### config.mk
export PLATFORM = sky130hd
export DESIGN_NAME = spec_ras
export DESIGN_NICKNAME = d
export VERILOG_FILES = /design/src/rtl/riscv_pkg.sv /design/src/rtl/ras_ckpt_queue.sv /design/src/rtl/spec_ras.sv
export SDC_FILE = /design/constraint.sdc
export NUM_CORES = 1
export LEC_CHECK = 0
export ABC_AREA = 1
export ABC_CLOCK_PERIOD_IN_PS = 5500
export CORE_ASPECT_RATIO = 1.5
export CORE_MARGIN = 1.5
export CORE_UTILIZATION = 61
export CTS_CLUSTER_SIZE = 14
export DETAILED_ROUTE_END_ITERATION = 10
export PLACE_DENSITY = 0.81
export SYNTH_ARGS = -nofsm -noshare
export SYNTH_HDL_FRONTEND = slang
export SYNTH_SLANG_ARGS = --single-unit
### constraint.sdc
create_clock -name clk -period 5.5 [get_ports clk]
set_input_delay 0.825 -clock clk [delete_from_list [all_inputs] [get_ports clk]]
set_output_delay 0.825 -clock clk [all_outputs]
set_load 0.1 [all_outputs]
### src/rtl/riscv_pkg.sv
// ============================================================================
// riscv_pkg : shared return-address-stack constants and checkpoint record
// Revision  : 1.0
// ============================================================================
`default_nettype none

package riscv_pkg;

  localparam int XLEN          = 32;
  localparam int RAS_SIZE      = 8;
  localparam int RAS_PTR_WIDTH = $clog2(RAS_SIZE);
  localparam int RAS_NUM_CKPT  = 4;

  typedef struct packed {
    logic [RAS_PTR_WIDTH-1:0] tos;
    logic [RAS_PTR_WIDTH:0]   count;
    logic [XLEN-1:0]          top;
  } ras_ckpt_t;

endpackage

`default_nettype wire

### src/rtl/ras_ckpt_queue.sv
// ============================================================================
// ras_ckpt_queue : in-order checkpoint FIFO with rollback to any live slot
// Revision       : 1.0
// ============================================================================
`default_nettype none

module ras_ckpt_queue #(
  parameter int NUM_CKPT = 4,
  parameter int DW       = 8,
  parameter int IDW      = $clog2(NUM_CKPT)
) (
  input  logic           clk,
  input  logic           reset,
  input  logic           ckpt_req_i,
  input  logic [DW-1:0]  ckpt_data_i,
  output logic           ckpt_ack_o,
  output logic [IDW-1:0] ckpt_id_o,
  output logic           ckpt_full_o,
  input  logic           ckpt_release_i,
  input  logic           restore_i,
  input  logic [IDW-1:0] restore_id_i,
  output logic           restore_ok_o,
  output logic [DW-1:0]  restore_data_o,
  output logic           restore_err_o
);

  localparam logic [IDW:0] OCC_FULL = (IDW+1)'(NUM_CKPT);

  logic [IDW-1:0] head_q, head_d;
  logic [IDW-1:0] tail_q, tail_d;
  logic [IDW:0]   occ_q, occ_d;
  logic           restore_err_q;
  logic [DW-1:0]  slot_q [NUM_CKPT];

  logic [IDW-1:0] offset;
  logic           in_range;
  logic           rel_ok;

  // Age of the requested slot relative to the oldest live one.
  assign offset   = restore_id_i - head_q;
  assign in_range = ({1'b0, offset} < occ_q);
  assign rel_ok   = ckpt_release_i & (occ_q != '0);

  assign ckpt_full_o    = (occ_q == OCC_FULL);
  assign ckpt_ack_o     = ckpt_req_i & ~ckpt_full_o & ~restore_i;
  assign ckpt_id_o      = tail_q;
  assign restore_ok_o   = restore_i & in_range;
  assign restore_data_o = slot_q[restore_id_i];
  assign restore_err_o  = restore_err_q;

  always_comb begin
    head_d = head_q;
    tail_d = tail_q;
    occ_d  = occ_q;
    if (restore_i) begin
      if (in_range) begin
        tail_d = restore_id_i;
        occ_d  = {1'b0, offset};
        // Releasing the restored slot itself just empties the queue in place.
        if (ckpt_release_i && (offset != '0)) begin
          head_d = head_q + 1'b1;
          occ_d  = {1'b0, offset} - 1'b1;
        end
      end
    end else begin
      if (ckpt_ack_o) tail_d = tail_q + 1'b1;
      if (rel_ok)     head_d = head_q + 1'b1;
      occ_d = occ_q + {{IDW{1'b0}}, ckpt_ack_o} - {{IDW{1'b0}}, rel_ok};
    end
  end

  always_ff @(posedge clk or posedge reset) begin
    if (reset) begin
      head_q        <= '0;
      tail_q        <= '0;
      occ_q         <= '0;
      restore_err_q <= 1'b0;
    end else begin
      head_q        <= head_d;
      tail_q        <= tail_d;
      occ_q         <= occ_d;
      restore_err_q <= restore_i & ~in_range;
    end
  end

  always_ff @(posedge clk) begin
    if (ckpt_ack_o) slot_q[tail_q] <= ckpt_data_i;
  end

endmodule

`default_nettype wire

### src/rtl/spec_ras.sv
// ============================================================================
// spec_ras : circular return address stack with speculative checkpointing
// Revision : 1.0
// ============================================================================
`default_nettype none

module spec_ras #(
  parameter int XLEN     = riscv_pkg::XLEN,
  parameter int DEPTH    = riscv_pkg::RAS_SIZE,
  parameter int NUM_CKPT = riscv_pkg::RAS_NUM_CKPT
) (
  input  logic                        clk,
  input  logic                        reset,
  input  logic                        push,
  input  logic [XLEN-1:0]             push_addr,
  input  logic                        pop,
  output logic [XLEN-1:0]             predicted_return,
  output logic                        valid,
  input  logic                        ckpt_req,
  output logic                        ckpt_ack,
  output logic [$clog2(NUM_CKPT)-1:0] ckpt_id,
  output logic                        ckpt_full,
  input  logic                        ckpt_release,
  input  logic                        restore,
  input  logic [$clog2(NUM_CKPT)-1:0] restore_id,
  output logic                        restore_err
);

  localparam int PW = $clog2(DEPTH);
  localparam int CW = PW + 1;
  localparam int IW = $clog2(NUM_CKPT);
  localparam int DW = PW + CW + XLEN;
  localparam logic [CW-1:0] CNT_FULL = CW'(DEPTH);

  logic [XLEN-1:0] stack_q [DEPTH];
  logic [PW-1:0]   tos_q, tos_d;
  logic [CW-1:0]   count_q, count_d;

  logic            wr_en;
  logic [PW-1:0]   wr_idx;
  logic [XLEN-1:0] wr_data;
  logic [XLEN-1:0] ckpt_top;
  logic [DW-1:0]   ckpt_data;
  logic [DW-1:0]   rest_data;
  logic            rest_ok;
  logic [PW-1:0]   rest_tos;
  logic [CW-1:0]   rest_cnt;
  logic [XLEN-1:0] rest_top;

  assign rest_tos = rest_data[DW-1 -: PW];
  assign rest_cnt = rest_data[XLEN +: CW];
  assign rest_top = rest_data[XLEN-1:0];

  assign valid            = (count_q != '0);
  assign predicted_return = valid ? stack_q[tos_q] : '0;

  // Single stack write port shared by push, replace-top and restore.
  always_comb begin
    tos_d   = tos_q;
    count_d = count_q;
    wr_en   = 1'b0;
    wr_idx  = tos_q;
    wr_data = push_addr;
    if (restore) begin
      if (rest_ok) begin
        tos_d   = rest_tos;
        count_d = rest_cnt;
        wr_en   = 1'b1;
        wr_idx  = rest_tos;
        wr_data = rest_top;
      end
    end else if (push && (!pop || (count_q == '0))) begin
      tos_d   = tos_q + 1'b1;
      wr_en   = 1'b1;
      wr_idx  = tos_q + 1'b1;
      count_d = (count_q == CNT_FULL) ? count_q : count_q + 1'b1;
    end else if (push && pop) begin
      wr_en = 1'b1;
    end else if (pop && (count_q != '0)) begin
      tos_d   = tos_q - 1'b1;
      count_d = count_q - 1'b1;
    end
  end

  // Snapshot reflects this cycle's update, including a write to the new top.
  assign ckpt_top  = (wr_en && (wr_idx == tos_d)) ? wr_data : stack_q[tos_d];
  assign ckpt_data = {tos_d, count_d, ckpt_top};

  always_ff @(posedge clk or posedge reset) begin
    if (reset) begin
      tos_q   <= '0;
      count_q <= '0;
    end else begin
      tos_q   <= tos_d;
      count_q <= count_d;
    end
  end

  always_ff @(posedge clk) begin
    if (wr_en) stack_q[wr_idx] <= wr_data;
  end

  ras_ckpt_queue #(
    .NUM_CKPT (NUM_CKPT),
    .DW       (DW),
    .IDW      (IW)
  ) u_ckpt_queue (
    .clk            (clk),
    .reset          (reset),
    .ckpt_req_i     (ckpt_req),
    .ckpt_data_i    (ckpt_data),
    .ckpt_ack_o     (ckpt_ack),
    .ckpt_id_o      (ckpt_id),
    .ckpt_full_o    (ckpt_full),
    .ckpt_release_i (ckpt_release),
    .restore_i      (restore),
    .restore_id_i   (restore_id),
    .restore_ok_o   (rest_ok),
    .restore_data_o (rest_data),
    .restore_err_o  (restore_err)
  );

endmodule

`default_nettype wire

=== Word-level counts from Yosys, hierarchy flattened ===
Memory sizes are Yosys's and may differ from the RTL's.
Index checks and enable logic that the tools add are counted.

* Memories: 2
* Register bits: 15
* Output and inout bits: 38
* Word-level logic and storage cells: 82
* Bits in writable memories: 412

{| class="wikitable"
|+ Memory list
! name !! depth !! width !! read ports !! clocked after Yosys merged registers in !! wr ports !! line !! source
|-
| stack_q || 8 || 32 || 2 || 0 || 1 || spec_ras.sv:35 || <nowiki>logic [XLEN-1:0] stack_q [DEPTH];</nowiki>
|-
| u_ckpt_queue.slot_q || 4 || 39 || 1 || 0 || 1 || ras_ckpt_queue.sv:33 || <nowiki>logic [DW-1:0] slot_q [NUM_CKPT];</nowiki>
|}

* Reduce and logical (&&, ||, !) cells: 15
* Equal/unequal tests: 5
* Muxes and demuxes: 35
* Bitwise gates (word level): 8
* Order comparisons: 1
* Add/sub/neg operators: 10

{| class="wikitable"
|+ Operator list
! kind !! count
|-
| $mux 32 || 4
|-
| $mux 3 || 10
|-
| $mux 4 || 6
|-
| $mux 2 || 7
|-
| $mux 1 || 8
|-
| $reduce_bool 2->1 || 3
|-
| $and 1x1->1 || 5
|-
| $logic_and 1x1->1 || 5
|-
| $add 2x1->2 const B || 2
|-
| $add 4x1->4 const B || 1
|-
| $eq 4x4->1 const B || 1
|-
| $logic_not 4->1 || 1
|-
| $ne 2x1->1 const B || 2
|-
| $reduce_bool 4->1 || 1
|-
| $sub 4x1->4 const B || 1
|-
| $add 3x1->3 || 1
|-
| $add 3x1->3 const B || 1
|-
| $eq 3x3->1 || 1
|-
| $eq 3x3->1 const B || 1
|-
| $lt 2x3->1 || 1
|-
| $not 1->1 || 3
|-
| $reduce_and 3->1 || 1
|-
| $reduce_bool 3->1 || 1
|-
| $sub 2x1->3 const B || 1
|-
| other kinds (6) || 6
|}

=== Depth between registers and ports, before layout ===
* Word-level depth: 9
* Depth in mapped cells: 22

=== By module ===
Synthesis repeated with hierarchy kept, for this count alone.

* Cell total of the unflattened synthesis: 2205
* Area, all modules: 21141.5 um2

{| class="wikitable"
|+ By module, submodules not included
! module !! area each (um2) !! cells an instance !! seq. area each (um2) !! instances
|-
| spec_ras || 14540.2 || 1724 || 7862.5 || 1
|-
| ras_ckpt_queue || 6601.3 || 481 || 4884.7 || 1
|}

=== Least setup slack after synthesis ===
No wires, ideal clock.

* Path kind: input -> register
* Start point: in restore
* End point: mem u_ckpt_queue.slot_q[1][0] (netlist bit) (enable)
* Stages: 4
* Setup slack: -263 ps
* Arrival: 5327 ps
* Required time: 5065 ps
* Buffers on the path: 1
* Cell sequence: buf_2 -> nor3_1 -> inv_1 -> nor2_1

* Word-level cells in the longest chain between the ends: 4

{| class="wikitable"
|+ RTL lines
! element !! line !! source
|-
| from (decl) || spec_ras.sv:24 || <nowiki>input logic restore,</nowiki>
|-
| $not 1->1 || ras_ckpt_queue.sv:45 || <nowiki>assign ckpt_ack_o = ckpt_req_i & ~ckpt_full_o & ~restore_i;</nowiki>
|-
| $and 1x1->1 || ras_ckpt_queue.sv:45 ||
|-
| named net ckpt_ack || spec_ras.sv:20 || <nowiki>output logic ckpt_ack,</nowiki>
|-
| $mux 1 || ras_ckpt_queue.sv:87 || <nowiki>if (ckpt_ack_o) slot_q[tail_q] <= ckpt_data_i;</nowiki>
|-
| $mux 1 (implied by the code) || ras_ckpt_queue.sv:87 ||
|-
| to (decl) || ras_ckpt_queue.sv:33 ||
|}

The timed path passes the listed nets, and every way through them passes these cells.

=== Final worst setup path ===
* Start point: reg tos_q[1]
* End point: out predicted_return[26]

* Word-level cells in the longest chain between the ends: 2

{| class="wikitable"
|+ RTL lines
! element !! line !! source
|-
| from (decl) || spec_ras.sv:36 || <nowiki>logic [PW-1:0] tos_q, tos_d;</nowiki>
|-
| from (signal assigned) || spec_ras.sv:94 || <nowiki>tos_q <= tos_d;</nowiki>
|-
| $mem_v2 8x32 || -- ||
|-
| $mux 32 || spec_ras.sv:55 || <nowiki>assign predicted_return = valid ? stack_q[tos_q] : '0;</nowiki>
|-
| to (decl) || spec_ras.sv:17 || <nowiki>output logic [XLEN-1:0] predicted_return,</nowiki>
|}

Every way passes these cells.

==> summary.md <==
| Metric | Value |
|---|---|
| Critical path launch point type | flip-flop |
| Multi-input gate area | 0.00658 mm2 |
| Cell area after placement | 0.0220 mm2 |
| WP buf/inv | 3 |
| Routability cong. | 0.862 |
| Initial antenna violation count | 0 |
| Top Layer Used | met4 |
| RSZ-0062 raised after global routing | no |
| Worst Path Required | 4.68 ns |
| Measured slew at the worst slew-check pin | 1.13 ns |
| Cell area after layout | 0.0232 mm2 |
| Site Rows | 82 |
| Netlist cell types | 38 |
| Post-CTS resize count | 0 |
| Max incr delay on CP | 0.80 ns |
| Critical path type | reg2out |
| Vias in the first global route | 16,900 |
| Wire length of the first global-routing pass | 91,600 um |
| Syn Area/Cell | 9.90 um2 |
| Antenna viol nets, final | 0 |
| Slew Limit Fails | 0 |
| CTS clk-pin slew, worst paths | 0.06 ns |
| Synth area leaders | edfxtp_1, nand3_1, nand2_1 |
| # clock sinks | 427 |
| Synth Instances | 2,117 |
| CTS Hold Buffers Added | 0 |
| Max Fanout on Critical Path | 44 |
| Antenna Cells | 0 |
| Worst EP arrival | 3.69 ns |
| Area of the core | 0.0337 mm2 |
| Fin. Hold Viols | 0 |
| Metal2 WL | 28,500 um |
| Syn_nets | 2,173 |
| Share of cells above drive strength 1 | 7.18% |
| Crit-path leading delay family | buffers and inverters |
| Total CTS buffers | 39 |
| Status | completed |
| Port bufs | 78 |
| Largest net degree at the start of global routing | 123 |
| Global route total overflow | 0 |
| WL met3 | 7840 um |
| Max-cap violations | 0 |
| Fmax | 222 MHz |
| Buffer depth of the longest clock path | 3 |
| TritonCTS clock tree | yes |
| Fill count | 2,365 |
| Storage element area | 0.0128 mm2 |
| DRC viols | 0 |
| Post-CTS setup buffer count | 0 |
| Clock H-tree levels | 2 |
| DR pass1 iterations | 6 |
| Hold crit path type | reg2reg |
| Area growth from synthesis to layout | 10.6% |
| Starting density of the core | 62.3% |
| Max_slew headroom | 24.6% |
| Io pins | 79 |
| Fin crit period | 4.51 ns |
| Reg-to-Reg Start | count_q[1] |
| Crit path from | tos_q[1] |
| Fin util | 68.8% |
| Root buf cell | clkbuf_16 |
| Cell taking the most area after synthesis | edfxtp_1 |
| Seq/Total Area, Yosys | 60.8% |
| Post-Route M1 WL | 19,600 um |
| Crit-path slowest cell | dfrtp_2 |
| Die area | 0.0355 mm2 |
| Nets | 2,177 |
| Critical Path, Cell by Cell | inv_2 > buf_4 > a21oi_1 > o21ai_0 > a31oi_1 > buf_4 |
| Top-area cell type share of the netlist area | 59.1% |
| Crit. End Element | primary output |
| Yosys reg bits | 427 |
| Clock Latency Late Sink | 0.54 ns |
| Hold path startpoint | u_ckpt_queue.head_q[0] |
| WHS | 0.493 ns |
| Height of the die | 230 um |
| Vias per cell | 6.55 |
| Final setup violation count | 0 |
| Worst Skew | 0.0112 ns |
| Global Route Usage Sum | 34.0% |
| Final WL | 59,700 um |
| Die width | 154 um |
| Via count | 16,800 |
| Ys Warns | 0 |
| DR WL/cell | 23.3 um |
| Dpl hpwl | 33,800 um |
| Synth Cell Area | 0.0209 mm2 |
| CP most frequent cell | buf_4 |
| Final worst-path cycle share | 82.1% |
| Initial DRC count | 2,140 |
## worst paths after layout
check | end | cells after the start | slack, ns
setup / recovery | predicted_return[26] | 6 | 0.99
hold / removal | u_ckpt_queue.head_q[0] | 1 | 0.49
setup reg to reg | u_ckpt_queue.slot_q[3][11] | 14 | 1.28
hold reg to reg | u_ckpt_queue.head_q[0] | 1 | 0.49
max in group asynchronous | tos_q[0] | 2 | 4.32
min in group asynchronous | count_q[3] | 2 | 0.68
## cells by family after synthesis
kind of cell	Yosys count	synth area share (%)
buf+inv	421	8.32
flops	427	60.8
xor+xnor	10	0.418
compound gates	461	12.4
fa+ha+maj	15	0.932
simple gates	783	17.1
## cells in the mapped netlist
master    count
a21oi_1     148
a21oi_4       1
a221o_1       4
a221oi_1      1
a31oi_1      33
buf_1        22
buf_2        40
buf_4         6
buf_6        12
clkbuf_1     73
clkinv_1      1
dfrtp_1      15
edfxtp_1    412
fa_1          1
ha_1         14
inv_1       262
inv_2         5
nand2_1     283
nand2_2       6
nand2_4       1
nand3_1     369
nand3_2       1
nand3_4       1
nand3b_1     32
nand4_1       1
nor2_1       84
nor2_2        1
nor2_4        1
nor3_1        2
o211ai_1      2
o21a_1       31
o21ai_0     204
o21ai_1       2
o221ai_1     34
o22ai_1       1
or2_0         1
xnor2_1       3
xor2_1        7
## metrics by stage
| stage | cells | setup WS [ns] | TNS (ns) |
|---|---|---|---|
| finish | 2566 | 0.987 | 0 |
| global route | 2566 | 0.930 | 0 |
| CTS | 2566 | 1.12 | 0 |
| detailed placement | 2500 | 0.546 | 0 |
| global placement | 2500 | 0.632 | 0 |
| floorplan | 2117 | -0.260 | -40.54 |
## state kept, by name, indices dropped and copies added (netlist names)
register and cells:
u_ckpt_queue.slot_q 156, u_ckpt_queue.restore_err_o 1, u_ckpt_queue.ckpt_id_o 2, count_q 4
tos_q 3, u_ckpt_queue.head_q 2, u_ckpt_queue.occ_q 3, stack_q 256
## metal layers
layer | global-route usage, % | up-vias
met5 | 0 | -
met4 | 21.4 | 0
met3 | 7.46 | 322
met2 | 55.9 | 1246
met1 | 40.9 | 7839
li1 | - | 7396
## cell type report
cell class / instances / share of cell area, %
Multi-Input combinational cell: 1269 / 28.4
Timing Repair Buffer: 116 / 4.83
Tap cell: 420 / 2.27
Clock inverter: 12 / 0.443
Clock buffer: 54 / 4.64
Sequential cell: 427 / 55.1
Inverter: 268 / 4.35
## placed cells by master (no fill, tap or decap), types with 2 or more instances in the layout
cell type        Yosys  layout
a21oi_1            148     147
a21oi_4              1       2
a221o_1              4       4
a31oi_1             33      33
buf_12               0      11
buf_4                6      59
bufinv_16            0       2
clkbuf_1            73      13
clkbuf_16            0      41
clkdlybuf4s50_1      0      45
clkinv_1             1       7
clkinv_2             0       5
dfrtp_1             15      13
edfxtp_1           412     412
ha_1                14      14
inv_1              262     260
inv_2                5       6
nand2_1            283     283
nand2_2              6       5
nand2_4              1       2
nand3_1            369     369
nand3_4              1       2
nand3b_1            32      32
nor2_1              84      72
nor2_4               1      13
o211ai_1             2       2
o21a_1              31      31
o21ai_0            204     204
o221ai_1            34      34
xnor2_1              3       3
xor2_1               7       7
Power is left out: the tool's default activity adds up to more than one toggle a clock period on the data nets, which glitch-free logic cannot reach.
